--- src/rtl/display_scheduler.sv ---
// MAX7219 word sequencer: init words, 6-word frames per tick, host intensity.
// Optional: BLANK_LEADING_ZERO_EN blanks leading minute zeros.
// Ports: clk/res, ena, tick, digits, int_req/int_val/int_ack,
//        spi_ready/spi_sent/spi_cs/spi_word, init_done, busy, frame_ovr.
module display_scheduler #(
  parameter int         GAP_CYCLES  = 4,
  parameter logic [2:0] SCAN_LIMIT  = 3'd5,
  parameter logic [3:0] INT_DEFAULT = 4'h8
) (
  input  logic        clk,
  input  logic        res,
  input  logic        ena,
  input  logic        tick,
  input  logic [21:0] digits,
  input  logic        int_req,
  input  logic [3:0]  int_val,
  output logic        int_ack,
  input  logic        spi_ready,
  input  logic        spi_sent,
  output logic        spi_cs,
  output logic [15:0] spi_word,
  output logic        init_done,
  output logic        busy,
  output logic        frame_ovr
);

  typedef enum logic [1:0] {
    S_INIT, S_IDLE, S_INTEN, S_FRAME
  } seq_t;

  typedef enum logic [1:0] {
    P_ISSUE, P_SENT, P_GAP
  } ph_t;

  localparam logic [3:0] GAP_LAST = 4'(GAP_CYCLES - 1);

  seq_t        state_q, state_d;
  ph_t         phase_q, phase_d;
  logic [2:0]  idx_q, idx_d;
  logic [3:0]  gap_q, gap_d;
  logic [21:0] snap_q, snap_d;
  logic [3:0]  ilat_q, ilat_d;
  logic        pend_q, pend_d;
  logic        tick_q;
  logic        cs_d, ack_d, done_d, ovr_d;
  logic [15:0] word_d, cur_word;
  logic [7:0]  fdata;
  logic [15:0] iword;
  logic        grant, edge_ok;

  always_comb begin
    unique case (idx_q)
      3'd0:    iword = 16'h0C01;
      3'd1:    iword = 16'h09FF;
      3'd2:    iword = {8'h0B, 5'b0, SCAN_LIMIT};
      3'd3:    iword = {8'h0A, 4'h0, INT_DEFAULT};
      default: iword = 16'h0F00;
    endcase
  end

  always_comb begin
    unique case (idx_q)
      3'd0:    fdata = {4'h0, snap_q[3:0]};
      3'd1:    fdata = {4'h0, snap_q[7:4]};
      3'd2:    fdata = {4'h8, snap_q[11:8]};
      3'd3:    fdata = {5'h0, snap_q[14:12]};
      3'd4:    fdata = {4'h8, snap_q[18:15]};
      3'd5:    fdata = {5'h0, snap_q[21:19]};
      default: fdata = 8'h00;
    endcase
`ifdef BLANK_LEADING_ZERO_EN
    // 0x0F is the code-B blank glyph; DP dropped with it
    if (snap_q[21:19] == 3'd0) begin
      if (idx_q == 3'd5)
        fdata = 8'h0F;
      if (idx_q == 3'd4 && snap_q[18:15] == 4'd0)
        fdata = 8'h0F;
    end
`endif
  end

  always_comb begin
    unique case (1'b1)
      state_q == S_INIT:  cur_word = iword;
      state_q == S_INTEN: cur_word = {8'h0A, 4'h0, ilat_q};
      state_q == S_FRAME:
        cur_word = {5'b0, 3'(idx_q + 3'd1), fdata};
      default:            cur_word = 16'h0000;
    endcase
  end

  always_comb begin
    state_d = state_q;
    phase_d = phase_q;
    idx_d   = idx_q;
    gap_d   = gap_q;
    snap_d  = snap_q;
    ilat_d  = ilat_q;
    cs_d    = spi_cs;
    word_d  = spi_word;
    done_d  = init_done;
    ack_d   = 1'b0;
    grant   = 1'b0;
    if (state_q == S_IDLE) begin
      if (int_req) begin
        state_d = S_INTEN;
        phase_d = P_ISSUE;
        ilat_d  = int_val;
      end else if (pend_q) begin
        state_d = S_FRAME;
        phase_d = P_ISSUE;
        idx_d   = 3'd0;
        snap_d  = digits;
        grant   = 1'b1;
      end
    end else begin
      unique case (phase_q)
        P_ISSUE: if (spi_ready) begin
          word_d  = cur_word;
          cs_d    = 1'b0;
          phase_d = P_SENT;
        end
        P_SENT: if (spi_sent) begin
          cs_d    = 1'b1;
          gap_d   = 4'd0;
          phase_d = P_GAP;
        end
        P_GAP: if (gap_q == GAP_LAST) begin
          phase_d = P_ISSUE;
          idx_d   = idx_q + 3'd1;
          if (state_q == S_INIT && idx_q == 3'd4) begin
            state_d = S_IDLE;
            done_d  = 1'b1;
          end
          if (state_q == S_FRAME && idx_q == 3'd5)
            state_d = S_IDLE;
          if (state_q == S_INTEN) begin
            state_d = S_IDLE;
            ack_d   = 1'b1;
          end
        end else begin
          gap_d = gap_q + 4'd1;
        end
        default: phase_d = P_ISSUE;
      endcase
    end
  end

  // One pending frame at most; a second edge only flags overrun
  always_comb begin
    edge_ok = tick & ~tick_q & ena & init_done;
    pend_d  = pend_q;
    ovr_d   = 1'b0;
    if (grant)
      pend_d = 1'b0;
    if (edge_ok) begin
      ovr_d  = pend_q & ~grant;
      pend_d = 1'b1;
    end
  end

  always_ff @(posedge clk or negedge res) begin
    if (!res) begin
      state_q   <= S_INIT;
      phase_q   <= P_ISSUE;
      idx_q     <= 3'd0;
      gap_q     <= 4'd0;
      snap_q    <= 22'd0;
      ilat_q    <= 4'd0;
      pend_q    <= 1'b0;
      tick_q    <= 1'b0;
      spi_cs    <= 1'b1;
      spi_word  <= 16'h0000;
      int_ack   <= 1'b0;
      init_done <= 1'b0;
      frame_ovr <= 1'b0;
    end else begin
      state_q   <= state_d;
      phase_q   <= phase_d;
      idx_q     <= idx_d;
      gap_q     <= gap_d;
      snap_q    <= snap_d;
      ilat_q    <= ilat_d;
      pend_q    <= pend_d;
      tick_q    <= tick;
      spi_cs    <= cs_d;
      spi_word  <= word_d;
      int_ack   <= ack_d;
      init_done <= done_d;
      frame_ovr <= ovr_d;
    end
  end

  // Gated by reset so busy reads 0 while held in reset
  assign busy = res & (state_q != S_IDLE);

endmodule

--- config.mk ---
export PLATFORM = sky130hd
export DESIGN_NAME = display_scheduler
export DESIGN_NICKNAME = d
export VERILOG_FILES = /design/src/rtl/display_scheduler.sv
export SDC_FILE = /design/constraint.sdc
export NUM_CORES = 1
export LEC_CHECK = 0
export ABC_CLOCK_PERIOD_IN_PS = 1700
export CAP_MARGIN = 20
export CELL_PAD_IN_SITES_DETAIL_PLACEMENT = 1
export CELL_PAD_IN_SITES_GLOBAL_PLACEMENT = 1
export CORE_MARGIN = 3
export CORE_UTILIZATION = 35
export CTS_CLUSTER_DIAMETER = 80
export DETAILED_ROUTE_END_ITERATION = 7
export PLACE_DENSITY = 0.75
export SYNTH_ARGS = -nofsm -noshare
export SYNTH_HDL_FRONTEND = slang
export SYNTH_SLANG_ARGS = --single-unit
--- constraint.sdc ---
create_clock -name clk -period 1.7 [get_ports clk]
set_input_delay 0.17 -clock clk [delete_from_list [all_inputs] [get_ports clk]]
set_output_delay 0.17 -clock clk [all_outputs]
set_load 0.01 [all_outputs]
==> metrics.yaml, run 1 <==
synthesis:
  async_reset_ff_share_pct: 100
  synth_top_area_share_pct: 50.8
  synth_area_leaders: "dfrtp_1 (51%), nand2_1 (12%), mux2_2 (3.5%), ha_1 (2.9%), o21ai_0 (2.7%)"
  ys_seq_elements: 53
  synth_cell_types: 43
  postSynthAreaPerCell_um2: 9.50
  ys.flop_type: "dfrtp_1"
  ys_seq_area_share_pct: 51.8
  synth_top_cell_by_area: "dfrtp_1"
  syn_area_um2: 2560
  synth-edff-count: 0
  synthCells: 270
  yosysWarnings: 0
drt:
  firstDrtPassIters: 4
  postRouteWirelength_mm: 7.25
  ant_nets: 0
  drt_iter0_drc: 144
  drc: 0
  avgViaCountPerCell: 5.05
  avgRoutedWirePerCell_um: 16.5
  vias: 2215
outcome:
  status: "finished with violations"
  violations: "negative hold slack"
setup_path:
  worstPathCellList: "buf_4 > buf_4 > nor2b_4 > buf_4 > nand3b_1 > buf_4 > nand2_1 > nand2_1"
  worstSetupStartpoint: "state_q[1]"
  cp_slowest_cell: "dfrtp_1"
  crit_top_cell: "buf_4"
  worst-path-buf-inv: 4
  endpoint_kind: "flip-flop"
  r2r_start: "state_q[1]"
  critPathKind: "reg -> reg"
  cp-start-kind: "flip-flop"
  cp_top_family: "buffers and inverters"
  crit_fanout: 16
  cp.arrival_ns: 1.87
  crit_required_ns: 1.90
  critPathMaxStageDelay_ns: 0.40
cells_and_area:
  n_antenna_cell: 0
  final_cell_mix: "nand2_1 (79), dfrtp_1 (50), clkdlybuf4s50_1 (47), buf_4 (28), nor2_1 (17)"
  fill_cells: 793
  drive_above_1_share_pct: 19.5
  finalInstanceArea_um2: 3490
  final_cells: 439
  nNetsFinal: 381
  final_core_util_pct: 50.2
  area_growth_pct: 36.1
  layout_commonest_cell: "nand2_1"
hold_path:
  hold_class: "in -> async"
floorplanning:
  fp-row-count: 30
  die-area_um2: 8390
  core-area_um2: 6940
  io_pins: 54
  die_h_um: 91.6
  start_util_pct: 36.9
  chipWidth_um: 91.6
power_and_ir_drop:
  pwr_density_cell_nw_per_um2: 1210
  total_power_mw: 4.21
  peakVddDrop_v: 0.000415
  p_leak_nw: 1.64
sta:
  finalCritPeriodShare_pct: 97.9
  max_freq_mhz: 601
  hold_viol: 36
  tightestPinTransition_ns: 0.678
  tns_ns: 0
  maxSlewViolCount: 0
  hold_ws_ns: -0.0260
  grt_setup_unrepaired: "yes"
  fin_worst_skew_ns: 0.00637
  setup_ws_ns: 0.0352
  max_slew_margin_pct: 54.8
  fin_crit_ns: 1.66
  final-setup-viol-count: 0
grt:
  grt.overflow.total: 0
  grt_max_degree: 54
  grt_pass1_vias: 2364
  grt_use_total_pct: 17.6
  antenna_found_initial: 0
  grt_pass1_wl_mm: 11.8
placement:
  place_congestion: 0.781
  port_buffers: 49
  dp_slack_ns: -0.125
  place_hpwl_mm: 5.11
  place_area_um2: 3230
  dp.cells: 421
clock_network:
  cts-buffers-inserted: 5
  h-tree-depth: 2
  cts_hold_buf: 0
  root_buffer: "clkbuf_8"
  clockBufferDepth: 2
  cts.sinks: 53
  cts.clk_slew.worst_paths_ns: 0.09
  worstSkewPairLatency_ns: 0.31
  cts_tree: "yes"
flow_run:
  max-cap-violations: 0
[cells in the mapped netlist, drive strengths merged, types with 5 or more instances]
cell type	number
o21ai	14
mux2	8
inv	5
a21oi	7
nor2	17
nand2	79
nand3	7
a31oi	5
dfrtp	52
buf	15
ha	6
[power breakdown]
group	internal (mW)	leakage [nW]	switching, mW
registers	1.50	0.690	0.200
clock network	0.331	0.0512	0.423
logic	0.926	0.899	0.828
total	2.76	1.64	1.45
[kinds of logic (layout without fill, tap and decap cells)]
| family | count (synthesis) | after routing | synth area share [%] |
|---|---|---|---|
| buf+inv | 24 | 94 | 5.12 |
| xor+xnor | 2 | 2 | 0.683 |
| flops | 53 | 53 | 51.8 |
| other cells | 1 | 4 | 0.146 |
| simple gates | 127 | 127 | 22.4 |
| mux | 8 | 8 | 3.51 |
| fa+ha+maj | 6 | 6 | 2.93 |
| compound gates | 49 | 49 | 13.4 |
[metal layers]
| layer | global-route usage (%) | vias up | routed length [um] |
|---|---|---|---|
| met4 | 7.54 | 0 | 157 |
| met2 | 29.8 | 41 | 3730 |
| met1 | 22.2 | 1108 | 3150 |
| met3 | 2.57 | 12 | 208 |
| li1 | - | 1054 | - |
| met5 | 0 | - | 0 |
[timing repair]
action | CTS | global route
pin swaps | 1 | 3
resized for setup | 9 | 17
gates cloned | 0 | 1
setup buffers | 7 | 2
endpoints found under the setup margin | 4 | 9
[flip-flops by register name (all words and copies together), names as in the netlist]
name	count
int_ack	1
spi_word	10
spi_cs	1
state_q	2
init_done	1
frame_ovr	1
tick_q	1
ilat_q	4
pend_q	1
gap_q	4
idx_q	3
phase_q	2
snap_q	22
[cell type report]
cell class	instances	area [um^2]	area share, %
Clock inverter	2	13.8	0.395
Clock buffer	6	82.6	2.37
Timing Repair Buffer	81	727	20.8
Inverter	5	18.8	0.538
Tap cell	96	120	3.44
Sequential cell	53	1330	38.1
Multi-Input combinational cell	196	1200	34.3
[final timing paths]
kind / to / slack, ns / cells after the start
worst max-delay path: snap_q[11] / 0.04 / 8
worst min-delay path: gap_q[0] / -0.03 / 2
worst max register to register: snap_q[11] / 0.04 / 8
worst min register to register: spi_word[9] / 0.49 / 2
max in group asynchronous: state_q[0] / 1.22 / 2
min in group clk: tick_q / 0.33 / 1
Power figures use the tool's default switching activity.
==> inputs of run 2 (changes only) <==
--- a/config.mk
+++ b/config.mk
@@ -9,11 +9,13 @@
 export CAP_MARGIN = 20
 export CELL_PAD_IN_SITES_DETAIL_PLACEMENT = 1
 export CELL_PAD_IN_SITES_GLOBAL_PLACEMENT = 1
+export CORE_ASPECT_RATIO = 0.7
 export CORE_MARGIN = 3
 export CORE_UTILIZATION = 35
 export CTS_CLUSTER_DIAMETER = 80
 export DETAILED_ROUTE_END_ITERATION = 7
 export PLACE_DENSITY = 0.75
+export SLEW_MARGIN = 0
 export SYNTH_ARGS = -nofsm -noshare
 export SYNTH_HDL_FRONTEND = slang
 export SYNTH_SLANG_ARGS = --single-unit
==> run 2 against run 1 <==
The flow finishes with violations (negative setup slack). Cell count down 2.3%. Total power fell by 1.6%. Hold slack gained 0.063 ns. Via count fell by 2.0%. Design area is 1.7% lower. Clock-buffer cell count is 2 higher. Sequential share of layout area is 0.65 points higher. Die area is 0.20% higher. Sequential power hardly changed. Critical path depth decreased by 2. Clock power is 8.4% lower. Critical path type unchanged.
==> metrics.yaml, run 2 (synthesis gave the netlist of run 1 again) <==
sta:
  maxSlewViolCount: 0  # unchanged
  max_slew_margin_pct: 54.1  # -0.72 points
  max_freq_mhz: 587  # -2.3%
  fin_worst_skew_ns: 0.00802  # +0.00165 ns
  tightestPinTransition_ns: 0.689  # +0.0108 ns
  fin_crit_ns: 1.70  # +0.0384 ns
  tns_ns: -0.00320  # -0.00320 ns
  grt_setup_unrepaired: "yes"
  hold_ws_ns: 0.0367  # +0.0628 ns
  final-setup-viol-count: 1  # +1
  setup_ws_ns: -0.00320  # -0.0384 ns
  finalCritPeriodShare_pct: 100  # +2.3 points
  hold_viol: 0  # -100%
grt:
  grt.overflow.total: 0  # unchanged
  antenna_found_initial: 0  # unchanged
  grt_pass1_wl_mm: 12.1  # +2.8%
  grt_pass1_vias: 2347  # -0.72%
  grt_max_degree: 54  # unchanged
  grt_use_total_pct: 18.3  # +0.73 points
power_and_ir_drop:
  swShare_pct: 35.0  # +0.52 points
  internal_power_mw: 2.70  # -2.4%
  peakVddDrop_v: 0.000606  # +46%
  power_frac_seq_pct: 41.4  # +1.0 points
  pwr_density_cell_nw_per_um2: 1210  # about the same
  power_frac_clock_pct: 16.7  # -1.2 points
  p_leak_nw: 1.59  # -3.2%
  power.net_switching_mw: 1.45  # -0.10%
  combPwrFrac_pct: 41.9  # +0.3 points
setup_path:
  crit_fanout: 3  # -13
  r2r_cells: 6  # -2
  critPathMaxStageDelay_ns: 0.45  # +0.05 ns
  endpoint_kind: "flip-flop"
  r2r_start: "idx_q[1]"
  crit_required_ns: 1.87  # -0.03 ns
  r2r_end: "spi_word[2]"
  cp.arrival_ns: 1.87  # about the same
  cp_slowest_cell: "dfrtp_1"
  r2r_slack_ns: -0.003  # -0.04 ns
  critPathKind: "reg -> reg"
  cp-start-kind: "flip-flop"
  worstPathCellList: "buf_4 > ha_1 > ha_4 > a32o_1 > o21ai_2 > a41oi_2"
cells_and_area:
  final_cell_mix: "nand2_1 (79), dfrtp_1 (50), clkdlybuf4s50_1 (47), buf_4 (23), nor2_1 (17)"
  regArea_um2: 1330  # unchanged
  largest_reg_flops: 22  # unchanged
  multiInputGateArea_um2: 1200  # +0.63%
  top_regs: "snap_q x22, spi_word x10"
  fill_cells: 792  # -0.13%
  n_antenna_cell: 0  # unchanged
  layout_commonest_cell: "nand2_1"
  regMostFlops: "snap_q"
  drive_above_1_share_pct: 17.3  # -2.2 points
  area_growth_pct: 33.8
  nNetsFinal: 373  # -2.1%
drt:
  postRouteWirelength_mm: 7.10  # -2.0%
  drc: 0  # unchanged
  firstDrtPassIters: 4  # unchanged
  vias: 2171  # -2.0%
  ant_nets: 0  # unchanged
  drt_iter0_drc: 122  # -15%
  avgViaCountPerCell: 5.06  # +0.30%
  avgRoutedWirePerCell_um: 16.6  # +0.33%
clock_network:
  clockBufferDepth: 2  # unchanged
  worstSkewPairLatency_ns: 0.30  # about the same
  root_buffer: "clkbuf_8"
  cts-buffers-inserted: 5  # unchanged
  cts.sinks: 53  # unchanged
  h-tree-depth: 2  # unchanged
  cts_tree: "yes"
  cts.clk_slew.worst_paths_ns: 0.10  # about the same
floorplanning:
  die-area_um2: 8400  # +0.20%
  chipWidth_um: 108  # +18%
  core-area_um2: 6910  # -0.45%
  fp-row-count: 25  # -17%
  die_h_um: 77.6  # -15%
  io_pins: 54  # unchanged
  start_util_pct: 37.1  # +0.17 points
placement:
  dp_slack_ns: -0.107  # +0.0176 ns
  place_hpwl_mm: 5.22  # +2.0%
  port_buffers: 49  # unchanged
  place_congestion: 0.854  # +9.3%
flow_run:
  max-cap-violations: 0  # unchanged
hold_path:
  hold_class: "in -> async"
outcome:
  violations: "negative setup slack"
  status: "finished with violations"
==> run 2: stage by stage <==
step           area, um^2  utilization, %  total power [mW]  instances
4_1_cts              3350            48.5              4.04        426
3_5_place_dp         3220            46.6              3.24        416
2_1_floorplan        2570               -              2.50        273
5_1_grt              3430            49.6              4.45        429
6_report             3430            49.6              4.15        429
3_3_place_gp         3220            46.6              3.18        416
==> run 2: worst max-delay path: cells and delay by family, from the launching register on <==
| family | cells | cell delay [ns] |
|---|---|---|
| AO/OA/AOI/OAI | 3 | 0.55 |
| flip-flops | 1 | 0.45 |
| adder cells (fa/ha/maj) | 2 | 0.38 |
| buffers and inverters | 1 | 0.17 |
==> run 2: worst max path at each step <==
stage	from	end	depth (start not counted)
floorplan	idx_q[1]	spi_word[0]	7
global placement	idx_q[0]	spi_word[2]	6
detailed placement	idx_q[0]	spi_word[2]	6
CTS	idx_q[1]	spi_word[0]	6
global route	idx_q[1]	spi_word[2]	6
finish	idx_q[1]	spi_word[2]	6
==> run 2: layout make-up <==
class / instances / area share, %
Clock buffer: 8 / 2.33
Inverter: 5 / 0.620
Multi-Input combinational cell: 196 / 35.1
Timing Repair Buffer: 73 / 19.7
Tap cell: 94 / 3.43
Sequential cell: 53 / 38.8
==> run 2: power by group through the flow <==
| stage | Clock, mW | Combinational (mW) | Sequential, mW |
|---|---|---|---|
| after floorplan | 0 | 0.754 | 1.75 |
| after global placement | 0 | 1.45 | 1.73 |
| after detailed placement | 0 | 1.50 | 1.74 |
| after CTS | 0.718 | 1.61 | 1.71 |
| after global routing | 0.764 | 1.92 | 1.77 |
| final | 0.691 | 1.74 | 1.72 |
==> run 2: metal layers <==
metal  global-route usage, %  part of all wire [%]
met5                       0                     0
met3                    3.91                   5.3
met1                    28.7                    52
met4                    3.28                  0.21
met2                    25.9                    43
==> run 2: timing repair <==
action	4_1_cts	5_1_grt
buffers inserted	2	3
resized for setup	12	14
endpoints found under the hold margin	0	0
pin swaps	1	4
setup endpoints to repair	5	4
cloned	0	0
hold buffers	0	0
==> inputs of run 3 (changes only) <==
--- a/config.mk
+++ b/config.mk
@@ -15,6 +15,7 @@
 export CTS_CLUSTER_DIAMETER = 80
 export DETAILED_ROUTE_END_ITERATION = 7
 export PLACE_DENSITY = 0.75
+export REMOVE_ABC_BUFFERS = 1
 export SLEW_MARGIN = 0
 export SYNTH_ARGS = -nofsm -noshare
 export SYNTH_HDL_FRONTEND = slang
==> run 3 against run 2 <==
The run now ends clean. Flip-flop and latch count is the same. Core utilization shrank 0.24 points. Cell count shrank 0.23%. Critical path type unchanged. Largest cell class unchanged.
==> metrics.yaml, run 3 (synthesis gave the netlist of run 1 again) <==
drt:
  firstDrtPassIters: 4  # unchanged
  vias: 2159  # -0.55%
  drc: 0  # unchanged
  postRouteWirelength_mm: 7.26  # +2.1%
  avgRoutedWirePerCell_um: 17.0  # +2.4%
  drt_iter0_drc: 54  # -56%
  avgViaCountPerCell: 5.04  # -0.32%
  ant_nets: 0  # unchanged
sta:
  maxSlewViolCount: 0  # unchanged
  max_slew_margin_pct: 54.0  # -0.064 points
  hold_viol: 0  # unchanged
  tns_ns: 0  # +0.00320 ns
  tightestPinTransition_ns: 0.690  # +0.000964 ns
  grt_setup_unrepaired: "yes"
  finalCritPeriodShare_pct: 99.8  # -0.35 points
  fin_worst_skew_ns: 0.0115  # +0.00351 ns
  fin_crit_ns: 1.70  # -0.00603 ns
  final-setup-viol-count: 0  # -1
  max_freq_mhz: 589  # +0.36%
cells_and_area:
  area_growth_pct: 33.1
  largest_reg_flops: 22  # unchanged
  top_regs: "snap_q x22, spi_word x10"
  final_cell_mix: "nand2_1 (79), dfrtp_1 (49), clkdlybuf4s50_1 (47), buf_4 (21), nor2_1 (17)"
  regMostFlops: "snap_q"
  layout_commonest_cell: "nand2_1"
  drive_above_1_share_pct: 16.2  # -1.1 points
  nNetsFinal: 372  # -0.27%
  n_antenna_cell: 0  # unchanged
clock_network:
  cts.clk_slew.worst_paths_ns: 0.10  # about the same
  clockBufferDepth: 2  # unchanged
  root_buffer: "clkbuf_8"
  worstSkewPairLatency_ns: 0.31  # about the same
  cts_hold_buf: 0  # unchanged
  cts_tree: "yes"
  cts-buffers-inserted: 5  # unchanged
  h-tree-depth: 2  # unchanged
  cts.sinks: 53  # unchanged
floorplanning:
  chipWidth_um: 108  # unchanged
  die-area_um2: 8400  # unchanged
  fp-row-count: 25  # unchanged
  start_util_pct: 37.1  # unchanged
  core-area_um2: 6910  # unchanged
  die_h_um: 77.6  # unchanged
  io_pins: 54  # unchanged
setup_path:
  cp.arrival_ns: 1.90  # +0.03 ns
  crit_required_ns: 1.91  # +0.04 ns
  endpoint_kind: "flip-flop"
  worstSetupStartpoint: "idx_q[1]"
  cp-start-kind: "flip-flop"
  r2r_start: "idx_q[1]"
  crit_fanout: 6  # +3
  critPathKind: "reg -> reg"
  r2r_cells: 6  # unchanged
outcome:
  status: "completed"
hold_path:
  hold_class: "in -> async"
power_and_ir_drop:
  p_leak_nw: 1.59  # +0.42%
  pwr_density_cell_nw_per_um2: 1220  # +0.78%
  peakVddDrop_v: 0.000549  # -9.4%
  total_power_mw: 4.16  # +0.30%
grt:
  antenna_found_initial: 0  # unchanged
  grt.overflow.total: 0  # unchanged
  grt_pass1_wl_mm: 11.5  # -4.8%
  grt_use_total_pct: 17.5  # -0.77 points
  grt_pass1_vias: 2176  # -7.3%
  grt_max_degree: 54  # unchanged
placement:
  port_buffers: 49  # unchanged
  place_congestion: 0.826  # -3.3%
  place_hpwl_mm: 5.19  # -0.45%
flow_run:
  max-cap-violations: 0  # unchanged
run 3: layer usage:
metal	global-route usage [%]	share of wire, %
met5	0	0
met4	3.78	0.70
met3	2.91	4.6
met2	25.8	43
met1	26.9	51
run 3: worst max-delay path, cell delays in order, from the launching register on:
cell and delay [ns]:
dfrtp_2 0.44, buf_4 0.15, ha_4 0.17, a222oi_1 0.38
mux2_4 0.22, a21boi_0 0.08, o22a_1 0.16
run 3: final timing paths:
check | to | slack [ns]
worst max-delay path | spi_word[0] | 0.003
worst min-delay path | spi_word[3] | 0.01
worst max register to register | spi_word[0] | 0.003
worst min register to register | snap_q[16] | 0.49
max in group asynchronous | idx_q[0] | 1.18
min in group clk | tick_q | 0.34
run 3: metrics by stage:
stage / hold slack [ns] / instances / setup WS (ns) / utilization [%] / cell area [um^2]
after floorplan: -0.126 / 254 / -0.204 / - / 2460
after global placement: 0.378 / 414 / 0.0590 / 46.6 / 3220
after detailed placement: 0.380 / 414 / -0.0462 / 46.6 / 3220
after CTS: 0.0395 / 422 / 0.0205 / 48.1 / 3320
after global routing: 0.0845 / 428 / -0.0607 / 49.4 / 3410
final: 0.0140 / 428 / 0.00283 / 49.4 / 3410
run 3: area by class of cell:
type | instances | area (um^2)
Timing Repair Buffer | 72 | 682
Inverter | 5 | 18.8
Clock buffer | 8 | 90.1
Multi-Input combinational cell | 196 | 1170
Fill cell | 804 | 3500
Tap cell | 94 | 118
Sequential cell | 53 | 1330
run 3: power breakdown:
part | switching (mW) | internal (mW) | total, mW
Combinational | 0.802 | 0.884 | 1.69
Clock | 0.414 | 0.334 | 0.748
Sequential | 0.219 | 1.51 | 1.72
run 3: repair_timing:
action,CTS,global route
pin swaps,0,4
endpoints found under the hold margin,0,0
setup endpoints to repair,4,7
gates cloned,0,0
gates resized for setup,7,14
buffers inserted,0,6
